<file path="src/rtl/mult4_partial_product_sequencer_if.sv">
// Link between the 4x4 sequencer and the probabilistic 2-bit multiplier stage.
// The sequencer uses the master side; the 2-bit multiplier (or a bench responder) uses the slave side.
interface mult4_partial_product_sequencer_if;
    logic       sub_mode;
    logic       sub_valid_in;
    logic [1:0] sub_in1;
    logic [1:0] sub_in2;
    logic [3:0] sub_op;
    logic       sub_valid_res;
    logic [3:0] sub_res;

    modport master (
        output sub_mode,
        output sub_valid_in,
        output sub_in1,
        output sub_in2,
        output sub_op,
        input  sub_valid_res,
        input  sub_res
    );

    modport slave (
        input  sub_mode,
        input  sub_valid_in,
        input  sub_in1,
        input  sub_in2,
        input  sub_op,
        output sub_valid_res,
        output sub_res
    );
endinterface

</file>
<file path="src/rtl/mult4_partial_product_sequencer.sv">
// 4x4 multiplier built from four 2x2 partial products, issued one at a time to an external
// 2-bit stage. The returned results are shifted and accumulated. A watchdog aborts any partial product that never returns.
module mult4_partial_product_sequencer #(
    parameter int TIMEOUT_CYCLES = 4095,
    parameter int TW             = 12
) (
    input  logic       CLK,
    input  logic       RST,
    input  logic       MODE,
    input  logic       start,
    input  logic [3:0] a,
    input  logic [3:0] b,
    output logic       busy,
    output logic       done,
    output logic [7:0] product,
    output logic       timeout_err,
    mult4_partial_product_sequencer_if.master sub
);

    localparam logic [1:0] ST_IDLE  = 2'd0;
    localparam logic [1:0] ST_ISSUE = 2'd1;
    localparam logic [1:0] ST_WAIT  = 2'd2;
    localparam logic [1:0] ST_DONE  = 2'd3;

    logic [1:0]    state_q, state_d;
    logic [3:0]    a_q, a_d;
    logic [3:0]    b_q, b_d;
    logic [7:0]    acc_q, acc_d;
    logic [1:0]    k_q, k_d;
    logic [TW-1:0] cnt_q, cnt_d;
    logic          busy_q, busy_d;
    logic          done_q, done_d;
    logic [7:0]    product_q, product_d;
    logic          err_q, err_d;
    logic          vin_q, vin_d;
    logic [1:0]    in1_q, in1_d;
    logic [1:0]    in2_q, in2_d;

    logic [TW-1:0] cnt_inc;
    logic [7:0]    acc_sum;
    logic [1:0]    k_next;

    // k[0] picks the upper half of a, k[1] the upper half of b.
    function automatic logic [3:0] pp_operands(input logic [1:0] k,
                                               input logic [3:0] op_a,
                                               input logic [3:0] op_b);
        logic [1:0] x;
        logic [1:0] y;
        x = k[0] ? op_a[3:2] : op_a[1:0];
        y = k[1] ? op_b[3:2] : op_b[1:0];
        return {x, y};
    endfunction

    function automatic logic [7:0] pp_term(input logic [1:0] k, input logic [3:0] res);
        logic [7:0] term;
        case (k)
            2'd0:    term = {4'b0000, res};
            2'd1,
            2'd2:    term = {2'b00, res, 2'b00};
            default: term = {res, 4'b0000};
        endcase
        return term;
    endfunction

    assign cnt_inc = cnt_q + TW'(1);
    assign acc_sum = acc_q + pp_term(k_q, sub.sub_res);
    assign k_next  = k_q + 2'd1;

    always_comb begin
        // NOTE: every target gets a default first so no path through the case infers a latch.
        state_d   = state_q;
        a_d       = a_q;
        b_d       = b_q;
        acc_d     = acc_q;
        k_d       = k_q;
        cnt_d     = cnt_q;
        busy_d    = busy_q;
        done_d    = 1'b0;
        product_d = product_q;
        err_d     = err_q;
        vin_d     = 1'b0;
        in1_d     = in1_q;
        in2_d     = in2_q;

        case (state_q)
            ST_IDLE: begin
                if (start) begin
                    a_d            = a;
                    b_d            = b;
                    acc_d          = 8'h00;
                    k_d            = 2'd0;
                    {in1_d, in2_d} = pp_operands(2'd0, a, b);
                    vin_d          = 1'b1;
                    busy_d         = 1'b1;
                    state_d        = ST_ISSUE;
                end
            end

            ST_ISSUE: begin
                cnt_d   = '0;
                state_d = ST_WAIT;
            end

            ST_WAIT: begin
                cnt_d = cnt_inc;
                // A result landing on the watchdog's last cycle still counts.
                if (sub.sub_valid_res) begin
                    acc_d = acc_sum;
                    if (k_q == 2'd3) begin
                        done_d    = 1'b1;
                        product_d = acc_sum;
                        err_d     = 1'b0;
                        state_d   = ST_DONE;
                    end else begin
                        k_d            = k_next;
                        {in1_d, in2_d} = pp_operands(k_next, a_q, b_q);
                        vin_d          = 1'b1;
                        state_d        = ST_ISSUE;
                    end
                end else if (cnt_inc == TW'(TIMEOUT_CYCLES)) begin
                    done_d    = 1'b1;
                    product_d = 8'h00;
                    err_d     = 1'b1;
                    state_d   = ST_DONE;
                end
            end

            ST_DONE: begin
                busy_d  = 1'b0;
                state_d = ST_IDLE;
            end

            default: begin
                busy_d  = 1'b0;
                state_d = ST_IDLE;
            end
        endcase
    end

    always_ff @(posedge CLK or negedge RST) begin
        if (!RST) begin
            state_q   <= ST_IDLE;
            a_q       <= 4'h0;
            b_q       <= 4'h0;
            acc_q     <= 8'h00;
            k_q       <= 2'd0;
            cnt_q     <= '0;
            busy_q    <= 1'b0;
            done_q    <= 1'b0;
            product_q <= 8'h00;
            err_q     <= 1'b0;
            vin_q     <= 1'b0;
            in1_q     <= 2'd0;
            in2_q     <= 2'd0;
        end else begin
            state_q   <= state_d;
            a_q       <= a_d;
            b_q       <= b_d;
            acc_q     <= acc_d;
            k_q       <= k_d;
            cnt_q     <= cnt_d;
            busy_q    <= busy_d;
            done_q    <= done_d;
            product_q <= product_d;
            err_q     <= err_d;
            vin_q     <= vin_d;
            in1_q     <= in1_d;
            in2_q     <= in2_d;
        end
    end

    assign busy         = busy_q;
    assign done         = done_q;
    assign product      = product_q;
    assign timeout_err  = err_q;

    assign sub.sub_mode     = MODE;
    assign sub.sub_valid_in = vin_q;
    assign sub.sub_in1      = in1_q;
    assign sub.sub_in2      = in2_q;
    assign sub.sub_op       = 4'b0000;

endmodule

</file>
<file path="src/flat_wrapper.sv">
// flat-port wrapper written by rule: the top's interface ports become plain ports
module mult4_partial_product_sequencer_flat 
#(
    parameter int TIMEOUT_CYCLES = 4095,
    parameter int TW             = 12
)
  (CLK, RST, MODE, start, a, b, busy, done, product, timeout_err, sub_sub_mode, sub_sub_valid_in, sub_sub_in1, sub_sub_in2, sub_sub_op, sub_sub_valid_res, sub_sub_res);
  mult4_partial_product_sequencer_if sub_i ();
  input  logic CLK;
  input  logic RST;
  input  logic MODE;
  input  logic start;
  input  logic [3:0] a;
  input  logic [3:0] b;
  output logic busy;
  output logic done;
  output logic [7:0] product;
  output logic timeout_err;
  output wire logic [$bits(sub_i.sub_mode)-1:0] sub_sub_mode;
  output wire logic [$bits(sub_i.sub_valid_in)-1:0] sub_sub_valid_in;
  output wire logic [$bits(sub_i.sub_in1)-1:0] sub_sub_in1;
  output wire logic [$bits(sub_i.sub_in2)-1:0] sub_sub_in2;
  output wire logic [$bits(sub_i.sub_op)-1:0] sub_sub_op;
  input wire logic [$bits(sub_i.sub_valid_res)-1:0] sub_sub_valid_res;
  input wire logic [$bits(sub_i.sub_res)-1:0] sub_sub_res;
  assign sub_sub_mode = sub_i.sub_mode;
  assign sub_sub_valid_in = sub_i.sub_valid_in;
  assign sub_sub_in1 = sub_i.sub_in1;
  assign sub_sub_in2 = sub_i.sub_in2;
  assign sub_sub_op = sub_i.sub_op;
  assign sub_i.sub_valid_res = sub_sub_valid_res;
  assign sub_i.sub_res = sub_sub_res;
  mult4_partial_product_sequencer #(.TIMEOUT_CYCLES(TIMEOUT_CYCLES), .TW(TW)) u_core (.CLK(CLK), .RST(RST), .MODE(MODE), .start(start), .a(a), .b(b), .busy(busy), .done(done), .product(product), .timeout_err(timeout_err), .sub(sub_i));
endmodule
</file>
<file path="config.mk">
export PLATFORM = sky130hd
export DESIGN_NAME = mult4_partial_product_sequencer_flat
export DESIGN_NICKNAME = d
export VERILOG_FILES = /design/src/rtl/mult4_partial_product_sequencer_if.sv /design/src/rtl/mult4_partial_product_sequencer.sv /design/src/flat_wrapper.sv
export SDC_FILE = /design/constraint.sdc
export NUM_CORES = 1
export LEC_CHECK = 0
export ABC_AREA = 0
export BUFFER_PORTS_ARGS = -buffer_cell sky130_fd_sc_hd__buf_2
export CORE_MARGIN = 8
export CORE_UTILIZATION = 55
export DETAILED_ROUTE_END_ITERATION = 12
export HOLD_SLACK_MARGIN = 0.03
export PLACE_DENSITY_LB_ADDON = 0.2
export SLEW_MARGIN = 0
export SYNTH_ARGS = -nofsm -noshare
export SYNTH_HDL_FRONTEND = slang
export SYNTH_SLANG_ARGS = --single-unit
</file>
<file path="constraint.sdc">
create_clock -name CLK -period 3.5 [get_ports CLK]
set_input_delay 0.7 -clock CLK [delete_from_list [all_inputs] [get_ports CLK]]
set_output_delay 0.7 -clock CLK [all_outputs]
set_load 0.01 [all_outputs]
</file>
==> impl_results.md <==
* Pwr Total at 0.00212 W
* Pint at 0.00124 W
* Worst-Margin Slew at 1.08 ns
* Setup violators final at 0
* Slowest CP cell: dfrtp_1
* Worst setup EP type: register
* DRT antenna net count at 0
* Worst reg2reg startpoint: u_core.k_q[0]$_DFFE_PN0P_
* Status: complete, no violations
* Slew Limit Fails at 0
* Final Wtd Congestion at 0.927
* Ys Warns at 0
* Most common cell after layout, fill and taps aside: dfrtp_1
* Cells after synthesis at 319
* Worst hold path depth at 2
* Reg2Reg Depth at 9
* Root buffer cell: clkbuf_8
* Gr busiest metal: met2
* CP Class: register to register
* HPWL after detailed placement at 4.77 mm
* Clock transition at path regs at 0.09 ns
* Num CTS Buffers at 5
* Synth Register Bits at 48
* # IOs at 38
* Total Die Area at 8040 µm²
* ANT cells at 0
* Post-CTS Setup Inserts at 0
* Worst skew pair latency at 0.30 ns
* Post-synthesis async set-or-reset flop share at 1.00
* Sink Count at 48
* Hold crit path type: register to register
* Flop2flop setup slack at 0.79 ns
* Power Dens Cells at 664 nW/µm²
* Drt wl/cell at 15.7 µm
* Core ar. at 5370 µm²
* Leakage at 1.42 nW
* Drt via density at 5.73
* Die Width at 89.7 µm
* Top FF cell, synth: dfrtp_1
* Top cell type's share of synthesized area at 0.402
* Area growth syn-to-layout at 6.79%
* Reg-to-reg endpoint: u_core.product[6]$_DFFE_PN0P_
* Hold EP: u_core.acc_q[6]$_DFFE_PN0P_
* Worst path max stage delay at 0.49 ns
* Unrepaired setup endpoints after global routing: no
* Total gr overflow at 0
* CTS Hold Bufs at 0
* Final min period at 2.71 ns
* Max-cap viol count at 0
* Filler cells at 481
* Dpl cell area at 3110 µm²
* Starting DRC count in detailed routing at 84
* Post-synthesis sequential area ratio at 0.402
* Clock group share of total power at 0.149
* FF/Latch Area at 1200 µm²
* Routed via count at 2357
* Slew headroom at 0.279
* FP Rows at 27
* Sw Share at 0.414
* Register share of total power at 0.386
* Met3 Track Usage GR at 0.0355
* Die height at 89.7 µm
* Cell taking the most area after synthesis: dfrtp_1
* CTS tree: built
* Net switching power at 0.000877 W
* Critical path buffer and inverter count at 0
* Delay-heaviest family, CP: adder cells
* Hold Path Origin: u_core.acc_q[6]$_DFFE_PN0P_
* Syn_area_per_cell at 9.36 µm²
* Crit-path max FO at 12
* Post-route DRC at 0
* Fin nets at 371
* Mapped cell area at 2990 µm²
* CP arrival at 2.87 ns
* Final instance area at 3190 µm²
* GRT Total Usage at 0.170
* DR pass1 iterations at 4
* Post-synth EDFFs at 0
* Initial antenna violation count at 0
* Cell chain of the critical path: ha_1, and3b_1, ha_1, fa_1, a21oi_1, o211ai_1, a21oi_1, xor2_1, o221ai_1
* Met1 GRT Util at 0.215
* Critical path launch point type: register
* TNS Setup at 0 ns
* Multi-input gate area at 1560 µm²
* Initial Util at 0.556
* Fmax at 369 MHz
* IO Port Bufs at 31
* Netlist cell types at 54
* Worst EP required at 3.66 ns
* Most frequent cells in the layout: 48 x dfrtp_1, 43 x nand2_1, 31 x buf_2
* H-tree depth at 2
* Clock buffer depth at 2
* Combinational share of power at 0.465
* Share of layout cells above drive strength 1 at 0.162
* Vias in the first global route at 2288
* Peak VDD IR at 0.313 mV
* Clock Skews at 0.00475 ns
* First-pass GRT wire length at 10.7 mm
* WL final at 6.44 mm
* Final Hold Fails at 0
* Main area contributors after synthesis: dfrtp_1 40%, ha_1 5.9%, nand2_1 5.4%
* # resized after CTS at 0
* Final period util at 0.773
* Largest net degree at the start of global routing at 49
* GRT met2 Usage at 0.287
[metal layers]
| layer | part of all wire | vias up |
|---|---|---|
| met1 | 0.47 | 1121 |
| met3 | 0.045 | 6 |
| met2 | 0.48 | 57 |
| met5 | 0 | - |
| met4 | 0.0093 | 0 |
| li1 | - | 1173 |
[layout make-up]
| type | instances | share of cell area |
|---|---|---|
| Tap cell | 72 | 0.0282 |
| Multi-Input combinational cell | 227 | 0.489 |
| Clock inverter | 1 | 0.00157 |
| Clock buffer | 6 | 0.0228 |
| Inverter | 24 | 0.0282 |
| Timing Repair Buffer | 33 | 0.0534 |
| Sequential cell | 48 | 0.377 |
[cell usage after synthesis (3+ instances only)]
| cell type | n |
|---|---|
| a21oi_1 | 16 |
| nor3_1 | 4 |
| buf_6 | 4 |
| xor2_1 | 5 |
| nor2_1 | 7 |
| a22o_1 | 7 |
| o21ai_0 | 23 |
| mux2i_1 | 11 |
| dfrtp_1 | 48 |
| nand3_1 | 10 |
| nand2_1 | 43 |
| nor3b_1 | 3 |
| inv_1 | 24 |
| ha_1 | 14 |
| xnor2_1 | 3 |
| buf_2 | 3 |
| nor2b_1 | 7 |
| mux2_2 | 8 |
| o221ai_1 | 8 |
| nand4_1 | 5 |
| o22ai_1 | 9 |
| a22oi_1 | 3 |
| buf_4 | 7 |
| clkbuf_1 | 7 |
[worst min-delay path, delay by kind of cell, from the launching register on]
family	cells	cell delay, ns
flip-flops	1	0.36
AO/OA/AOI/OAI	1	0.06
AND/OR/NAND/NOR	1	0.06
[kinds of logic after synthesis]
group                      Yosys count  synth area share
muxes                               19            0.0670
buffers and inverters               47            0.0792
other                                1           0.00126
and+or+nand+nor                     93             0.156
xor gates and xnor gates             8            0.0235
DFF                                 48             0.402
AOI/OAI and AO/OA                   88             0.206
adders and majority gates           15            0.0654
[power groups by stage]
| stage | logic [W] | clock network (W) | registers [W] |
|---|---|---|---|
| 6_report | 0.000984 | 0.000316 | 0.000817 |
| 3_5_place_dp | 0.000991 | 0 | 0.000829 |
| 5_1_grt | 0.00111 | 0.000347 | 0.000839 |
| 3_3_place_gp | 0.000980 | 0 | 0.000824 |
| 4_1_cts | 0.000995 | 0.000326 | 0.000817 |
| 2_1_floorplan | 0.000710 | 0 | 0.000827 |
[how the worst max path moves through the flow]
| stage | from | slack (ns) | cells past startpoint | end |
|---|---|---|---|---|
| 2_1_floorplan | u_core.k_q[0]$_DFFE_PN0P_ | 0.80 | 10 | u_core.product[6]$_DFFE_PN0P_ |
| 5_1_grt | u_core.k_q[0]$_DFFE_PN0P_ | 0.61 | 9 | u_core.product[6]$_DFFE_PN0P_ |
| 6_report | u_core.k_q[0]$_DFFE_PN0P_ | 0.79 | 9 | u_core.product[6]$_DFFE_PN0P_ |
| 3_5_place_dp | u_core.k_q[0]$_DFFE_PN0P_ | 0.84 | 9 | u_core.product[6]$_DFFE_PN0P_ |
| 3_3_place_gp | u_core.k_q[0]$_DFFE_PN0P_ | 0.91 | 10 | u_core.product[5]$_DFFE_PN0P_ |
| 4_1_cts | u_core.k_q[0]$_DFFE_PN0P_ | 0.82 | 9 | u_core.product[6]$_DFFE_PN0P_ |
[per-stage QoR]
step	std cells	setup WS (ns)	util	hold slack, ns
final	411	0.794	0.594	0.513
after global placement	404	0.910	0.579	0.482
after floorplan	322	0.795	-	0.404
after detailed placement	404	0.843	0.579	0.495
after CTS	411	0.818	0.594	0.514
after global routing	411	0.615	0.594	0.530
[sequential cells by signal, indices dropped and copies added, names as in the netlist]
signal,count
u_core.busy,1
u_core.a_q,4
u_core.sub.sub_in2,2
u_core.done,1
u_core.product,8
u_core.k_q,2
u_core.timeout_err,1
u_core.acc_q,8
u_core.sub.sub_valid_in,1
u_core.b_q,4
u_core.sub.sub_in1,2
u_core.cnt_q,12
u_core.state_q,2
Power figures use the tool's default switching activity.
